$ cat config.mk
export PLATFORM = sky130hd
export DESIGN_NAME = if_fetch_stage
export DESIGN_NICKNAME = d
export VERILOG_FILES = /design/src/rtl/if_fetch_stage_pkg.sv /design/src/rtl/if_fetch_stage_fifo.sv /design/src/rtl/if_fetch_stage.sv
export SDC_FILE = /design/constraint.sdc
export NUM_CORES = 1
export LEC_CHECK = 0
export CAP_MARGIN = 10
export CORE_MARGIN = 2
export CORE_UTILIZATION = 37
export DETAILED_ROUTE_END_ITERATION = 7
export HOLD_SLACK_MARGIN = 0.02
export SYNTH_ARGS = -nofsm -noshare
export SYNTH_HDL_FRONTEND = slang
export SYNTH_SLANG_ARGS = --single-unit
export TNS_END_PERCENT = 1
$ cat constraint.sdc
create_clock -name clk -period 23.8 [get_ports clk]
set_input_delay 2.38 -clock clk [delete_from_list [all_inputs] [get_ports clk]]
set_output_delay 2.38 -clock clk [all_outputs]
set_load 0.01 [all_outputs]
$ cat src/rtl/if_fetch_stage_pkg.sv
// Shared types and constants for the instruction fetch stage.
package if_pkg;

  localparam int unsigned IF_XLEN   = 32;
  localparam int unsigned PC_STEP   = 4;
  localparam logic [IF_XLEN-1:0] NOP_INSTR = 32'h0000_0013;

  typedef enum logic [1:0] {
    BOOT  = 2'd0,
    FETCH = 2'd1,
    HOLD  = 2'd2
  } if_state_t;

  // One prefetched instruction together with the PC it was fetched from
  typedef struct packed {
    logic [IF_XLEN-1:0] pc;
    logic [IF_XLEN-1:0] instr;
  } if_entry_t;

endpackage

$ cat src/rtl/if_fetch_stage_fifo.sv
// Prefetch FIFO of if_entry_t with flush, occupancy count and a registered head.
module if_fifo
  import if_pkg::*;
#(
  parameter int unsigned DEPTH = 4
) (
  input  logic                         clk,
  input  logic                         rst,
  input  logic                         i_flush,
  input  logic                         i_push,
  input  if_entry_t                    i_data,
  input  logic                         i_pop,
  output logic                         o_valid,
  output if_entry_t                    o_head,
  output logic [$clog2(DEPTH+1)-1:0]   o_count
);

  localparam int unsigned AW = $clog2(DEPTH);
  localparam int unsigned CW = $clog2(DEPTH+1);

  if_entry_t       r_mem [DEPTH];
  logic [AW-1:0]   r_wr;
  logic [AW-1:0]   r_rd;
  logic [CW-1:0]   r_count;
  logic            r_valid;
  if_entry_t       r_head;

  logic            w_push;
  logic            w_pop;
  logic            w_full;
  logic            w_empty;
  logic [AW-1:0]   w_rd_nxt;
  logic [CW-1:0]   w_count_nxt;
  if_entry_t       w_head_nxt;

  // Qualified push/pop and next pointer/count/head values
  always_comb begin
    w_full      = (r_count == CW'(DEPTH));
    w_empty     = (r_count == '0);
    w_push      = i_push & ~i_flush;
    w_pop       = i_pop & ~i_flush & ~w_empty;
    w_rd_nxt    = r_rd + AW'(w_pop);
    w_count_nxt = r_count + CW'(w_push) - CW'(w_pop);
    // New word becomes head only when nothing older remains after this pop
    if (w_push && (r_wr == w_rd_nxt)) begin
      w_head_nxt = i_data;
    end else begin
      w_head_nxt = r_mem[w_rd_nxt];
    end
  end

  // Storage array, write side only
  always_ff @(posedge clk) begin
    if (w_push) begin
      r_mem[r_wr] <= i_data;
    end
  end

  // Pointers, count and the registered head presented downstream
  always_ff @(posedge clk or posedge rst) begin
    if (rst) begin
      r_wr    <= '0;
      r_rd    <= '0;
      r_count <= '0;
      r_valid <= 1'b0;
      r_head  <= '0;
    end else if (i_flush) begin
      r_wr    <= '0;
      r_rd    <= '0;
      r_count <= '0;
      r_valid <= 1'b0;
    end else begin
      r_wr    <= r_wr + AW'(w_push);
      r_rd    <= w_rd_nxt;
      r_count <= w_count_nxt;
      r_valid <= (w_count_nxt != '0);
      r_head  <= w_head_nxt;
    end
  end

  // A push into a full FIFO means the upstream issue throttle is broken
  always_ff @(posedge clk) begin
    if (!rst) begin
      assert (!(w_push && w_full));
    end
  end

  assign o_valid = r_valid;
  assign o_head  = r_head;
  assign o_count = r_count;

endmodule

$ cat src/rtl/if_fetch_stage.sv
// Instruction fetch stage: owns the PC, issues in-order imem requests,
// buffers tagged responses and hands them downstream over valid/ready.
// Optional macro IF_FETCH_PERF_EN adds fetch_count_o (delivered instructions).
module if_fetch_stage
  import if_pkg::*;
#(
  parameter int unsigned      XLEN       = IF_XLEN,
  parameter logic [XLEN-1:0]  RESET_PC   = '0,
  parameter int unsigned      FIFO_DEPTH = 4,
  parameter int unsigned      MAX_OUTST  = 2
) (
  input  logic             clk,
  input  logic             rst,
  input  logic             redirect_i,
  input  logic [XLEN-1:0]  redirect_pc_i,
  input  logic             halt_i,
  output logic             imem_req_o,
  output logic [XLEN-1:0]  imem_addr_o,
  input  logic             imem_gnt_i,
  input  logic             imem_rvalid_i,
  input  logic [XLEN-1:0]  imem_rdata_i,
  output logic             out_valid_o,
  input  logic             out_ready_i,
  output logic [XLEN-1:0]  out_instr_o,
  output logic [XLEN-1:0]  out_pc_o
`ifdef IF_FETCH_PERF_EN
  ,
  output logic [31:0]      fetch_count_o
`endif
);

  localparam int unsigned CW = $clog2(FIFO_DEPTH+1);

  if_state_t        r_state;
  if_state_t        w_state_nxt;
  logic [XLEN-1:0]  r_pc;
  logic [XLEN-1:0]  r_resp_pc;
  logic [CW-1:0]    r_outst;
  logic [CW-1:0]    r_discard;

  logic [XLEN-1:0]  w_target;
  logic [CW-1:0]    w_count;
  logic [CW:0]      w_inflight;
  logic             w_issue;
  logic             w_push;
  logic             w_pop;
  if_entry_t        w_push_data;
  if_entry_t        w_head;

  assign w_target    = redirect_pc_i & ~XLEN'(3);
  assign w_issue     = imem_req_o & imem_gnt_i;
  assign w_push      = imem_rvalid_i & ~redirect_i & (r_discard == '0);
  assign w_pop       = out_valid_o & out_ready_i & ~redirect_i;
  assign w_push_data = '{pc: r_resp_pc, instr: imem_rdata_i};

  // FSM state register
  always_ff @(posedge clk or posedge rst) begin
    if (rst) begin
      r_state <= BOOT;
    end else begin
      r_state <= w_state_nxt;
    end
  end

  // FSM next state: halt parks the fetcher in HOLD
  always_comb begin
    w_state_nxt = r_state;
    case (r_state)
      BOOT:    w_state_nxt = halt_i ? HOLD : FETCH;
      FETCH:   if (halt_i)  w_state_nxt = HOLD;
      HOLD:    if (!halt_i) w_state_nxt = FETCH;
      default: w_state_nxt = BOOT;
    endcase
  end

  // FSM output: request only when FIFO space covers every in-flight word
  always_comb begin
    imem_req_o = 1'b0;
    w_inflight = (CW+1)'(w_count) + (CW+1)'(r_outst);
    if ((r_state == FETCH) && !redirect_i &&
        (r_outst < CW'(MAX_OUTST)) && (w_inflight < (CW+1)'(FIFO_DEPTH))) begin
      imem_req_o = 1'b1;
    end
  end

  // PC, response PC and outstanding/discard bookkeeping; redirect wins
  always_ff @(posedge clk or posedge rst) begin
    if (rst) begin
      r_pc      <= RESET_PC;
      r_resp_pc <= RESET_PC;
      r_outst   <= '0;
      r_discard <= '0;
    end else if (redirect_i) begin
      r_pc      <= w_target;
      r_resp_pc <= w_target;
      r_outst   <= r_outst - CW'(imem_rvalid_i);
      r_discard <= r_outst - CW'(imem_rvalid_i);
    end else begin
      if (w_issue) begin
        r_pc <= r_pc + XLEN'(PC_STEP);
      end
      r_outst <= r_outst + CW'(w_issue) - CW'(imem_rvalid_i);
      if (imem_rvalid_i) begin
        if (r_discard != '0) begin
          r_discard <= r_discard - CW'(1);
        end else begin
          r_resp_pc <= r_resp_pc + XLEN'(PC_STEP);
        end
      end
    end
  end

  if_fifo #(
    .DEPTH (FIFO_DEPTH)
  ) u_fifo (
    .clk     (clk),
    .rst     (rst),
    .i_flush (redirect_i),
    .i_push  (w_push),
    .i_data  (w_push_data),
    .i_pop   (w_pop),
    .o_valid (out_valid_o),
    .o_head  (w_head),
    .o_count (w_count)
  );

  assign imem_addr_o = r_pc;
  assign out_instr_o = w_head.instr;
  assign out_pc_o    = w_head.pc;

`ifdef IF_FETCH_PERF_EN
  logic [31:0] r_fetch_count;

  // Delivered-instruction counter, survives redirects
  always_ff @(posedge clk or posedge rst) begin
    if (rst) begin
      r_fetch_count <= '0;
    end else if (w_pop) begin
      r_fetch_count <= r_fetch_count + 32'd1;
    end
  end

  assign fetch_count_o = r_fetch_count;
`endif

endmodule

==> flow_summary.toml <==
[synth]
synth_seq_cells = 386
ys_seq_area_share_pct = 68.2
synthTopCellsByArea = "edfxtp_1 47%, dfrtp_1 22%, mux4_2 8.7%"
synthSimpleGateAreaFrac_pct = 7.84
ys_async_sr_fraction_pct = 35.8
yosys_most_used_dff = "edfxtp_1"
synthAdderAreaFrac_pct = 1.42
avgSynthCellArea_um2 = 15.0
netlist_top_cells_count = "248 x edfxtp_1, 138 x dfrtp_1, 129 x nand2_1"
synth_most_common_cell = "edfxtp_1"
postSynthCellCount = 1066
synth_top_area_share_pct = 46.6
synth.area.mux_share_pct = 12.6
synth_top_family_by_area = "multiplexers"
synthDistinctLibCells = 52
synth_edf_count = 248
yosys_warnings = 0
synth_xor_xnor_area_share_pct = 2.13
synth_compound_area_share_pct = 5.84
syn_area_mm2 = 0.0160
synth.largest_area_cell = "edfxtp_1"

[worst_setup_path]
reg2reg_to = "u_fifo.o_head[51]"
cp-start-kind = "primary input"
crit_start = "redirect_i"
reg2reg_from = "u_fifo.o_count[1]"
cp_slowest_cell = "or4b_4"
critPathMaxFanout = 62
cp_cell_sequence = "buf_6 -> or4b_4 -> nor4_1 -> clkdlybuf4s50_1"
rrSetupSlack_ps = 19850
cp-endpoint = "imem_req_o"
worst-setup-path-type = "primary input to output port"
r2r_cells = 8
critPathRequiredTime_ps = 21420
endpoint_kind = "output port"
cpPeakStageDelay_ps = 620
arrival_ps = 4080

[cells_and_area]
post_route_cells_drive_above_1_share_pct = 12.2
layout.cells.non_filler = 1852
multi_input_area_mm2 = 0.00485
seqCellArea_mm2 = 0.0109
syn2layout_area_growth_pct = 22.6
nets = 1322
antenna_cells = 0
nFillCells = 3821
utilization_pct = 45.7

[die]
core-area_mm2 = 0.0429
die_h_um = 212
die_w_um = 212
io_pins = 169
start_util_pct = 37.3
die_area_mm2 = 0.0449
fp-row-count = 76

[clock_tree]
cts_hold_buf = 0
clock-root-buffer = "clkbuf_16"
cts.clk_slew.worst_paths_ps = 60
insertion_delay_ps = 540
clockBufferDepth = 3
cts-buffers-inserted = 42
htree_levels = 2
cts_tree = "yes"
post_cts_resized = 0
clock_sinks = 386
cts_setup_buffers = 0

[sta]
relSlewSlack_pct = 29.1
finalSetupTns_ps = 0
finalSetupViolCount = 0
fin_crit_ps = 6460
final-hold-violation-count = 0
maxSlewViolCount = 0
tightest_slew_ps = 1060
fin_crit_sh_pct = 27.1
fmax_ghz = 0.155
fin_skew_ps = 26.7
rsz0062_at_grt = "no"

[global_routing]
gr-total-overflow = 0
grt.total_usage_pct = 16.7
grt_pass1_vias = 9724
grt_antenna_before_repair = 0
grt_start_max_net_pins = 75
grt_pass1_wl_um = 57300

[placed_design]
gp_congestion = 0.778
dp.final_hpwl_um = 22600
port_buffers = 162
placed_cells = 1775

[drt]
routed_wl_um = 36600
ant_nets = 0
drt_iter0_drc = 591
viasPerCell = 5.11
num_vias = 9470
dr.pass1.iters = 5
post_drt_wl_per_cell_um = 19.8
drt_drc_violations_left = 0

[power_and_ir_drop]
p_leak_nw = 7.16
p_switching_mw = 0.398
switching_share_pct = 24.4
powerDensity_mw_per_mm2 = 83.4
p_clk_share_pct = 38.4
vdd_ir_drop_max_mv = 0.0402
seq_power_share_pct = 49.2
intPower_mw = 1.24
p_comb_share_pct = 12.5

[run]
max-cap-violations = 0

[run_status]
status = "finished clean"

[worst_hold_path]
hp-class = "flip-flop to flip-flop"
-- kinds of logic after synthesis --
family | after synthesis
flip-flops | 386
AND/OR/NAND/NOR | 260
AO/OA/AOI/OAI | 164
multiplexers | 124
buffers and inverters | 76
XOR/XNOR | 38
adder cells (fa/ha/maj) | 17
other | 1
-- state kept, by name, indices dropped and copies added, names as in the netlist --
signal,count
u_fifo.r_wr,2
u_fifo.o_valid,1
imem_addr_o,30
u_fifo.r_mem,248
r_discard,3
u_fifo.r_rd,2
r_outst,3
r_resp_pc,30
u_fifo.o_head,62
u_fifo.o_count,3
r_state,2
-- cell type report --
class / instances / share of cell area (%)
clock buffers: 64 / 6.14
clock inverters: 13 / 0.612
inverters: 22 / 0.447
multi-input cells: 607 / 24.7
flip-flops and latches: 386 / 55.6
well taps: 585 / 3.73
repair buffers: 175 / 8.77
-- power groups by stage --
stage	clock (mW)	sequential (mW)	combinational [mW]
after floorplan	0	0.818	0.103
after global placement	0	0.815	0.204
after detailed placement	0	0.817	0.207
after CTS	0.643	0.804	0.208
after global routing	0.670	0.811	0.226
final	0.627	0.804	0.204
-- metal layers --
layer  global-route usage [%]  up-vias  part of all wire, %
met5                        0        -                    0
met4                     4.59        0                  2.0
met3                     2.76       45                  4.3
met2                     26.7      212                   48
met1                     23.5     4810                   46
li1                         -     4403                    -
-- how the worst min path moves through the flow --
stage | start | endpoint | slack [ps] | cells after the start
2_1_floorplan | r_state[0] | r_state[0] | 440 | 1
3_3_place_gp | u_fifo.o_head[4] | u_fifo.o_head[4] | 470 | 2
4_1_cts | r_state[0] | r_state[0] | 480 | 1
6_report | u_fifo.o_head[30] | u_fifo.o_head[30] | 480 | 2
5_1_grt | u_fifo.o_head[42] | u_fifo.o_head[42] | 510 | 2
3_5_place_dp | u_fifo.o_head[63] | u_fifo.o_head[63] | 470 | 2
-- cells in the final DEF (no fill, tap or decap), types with 11 or more instances in the layout --
master / Yosys / final
dfrtp_1: 138 / 138
o211ai_1: 14 / 14
xor2_1: 11 / 11
inv_1: 20 / 19
edfxtp_1: 248 / 248
o21ai_0: 107 / 107
clkbuf_1: 31 / 16
nor2_1: 24 / 23
nand3_1: 24 / 23
mux4_2: 62 / 62
nand4_1: 17 / 17
buf_4: 5 / 13
ha_1: 15 / 14
nor3_1: 16 / 16
nand2_1: 129 / 129
mux2i_1: 62 / 62
clkdlybuf4s50_1: 0 / 161
xnor2_1: 26 / 26
clkbuf_16: 0 / 43
-- stage by stage --
stage	hold slack [ps]	cell area (um2)	setup slack (ps)	power, mW
2_1_floorplan	444	16000	13880	0.921
3_3_place_gp	465	18300	17280	1.02
3_5_place_dp	473	18300	17290	1.02
4_1_cts	482	19600	17310	1.66
5_1_grt	509	19600	17280	1.71
6_report	479	19600	17340	1.63
-- critical path: cells and delay by family --
family	cells	cell delay, ps
AND/OR/NAND/NOR	2	900
buffers and inverters	2	790
(Power assumes the default switching activity.)
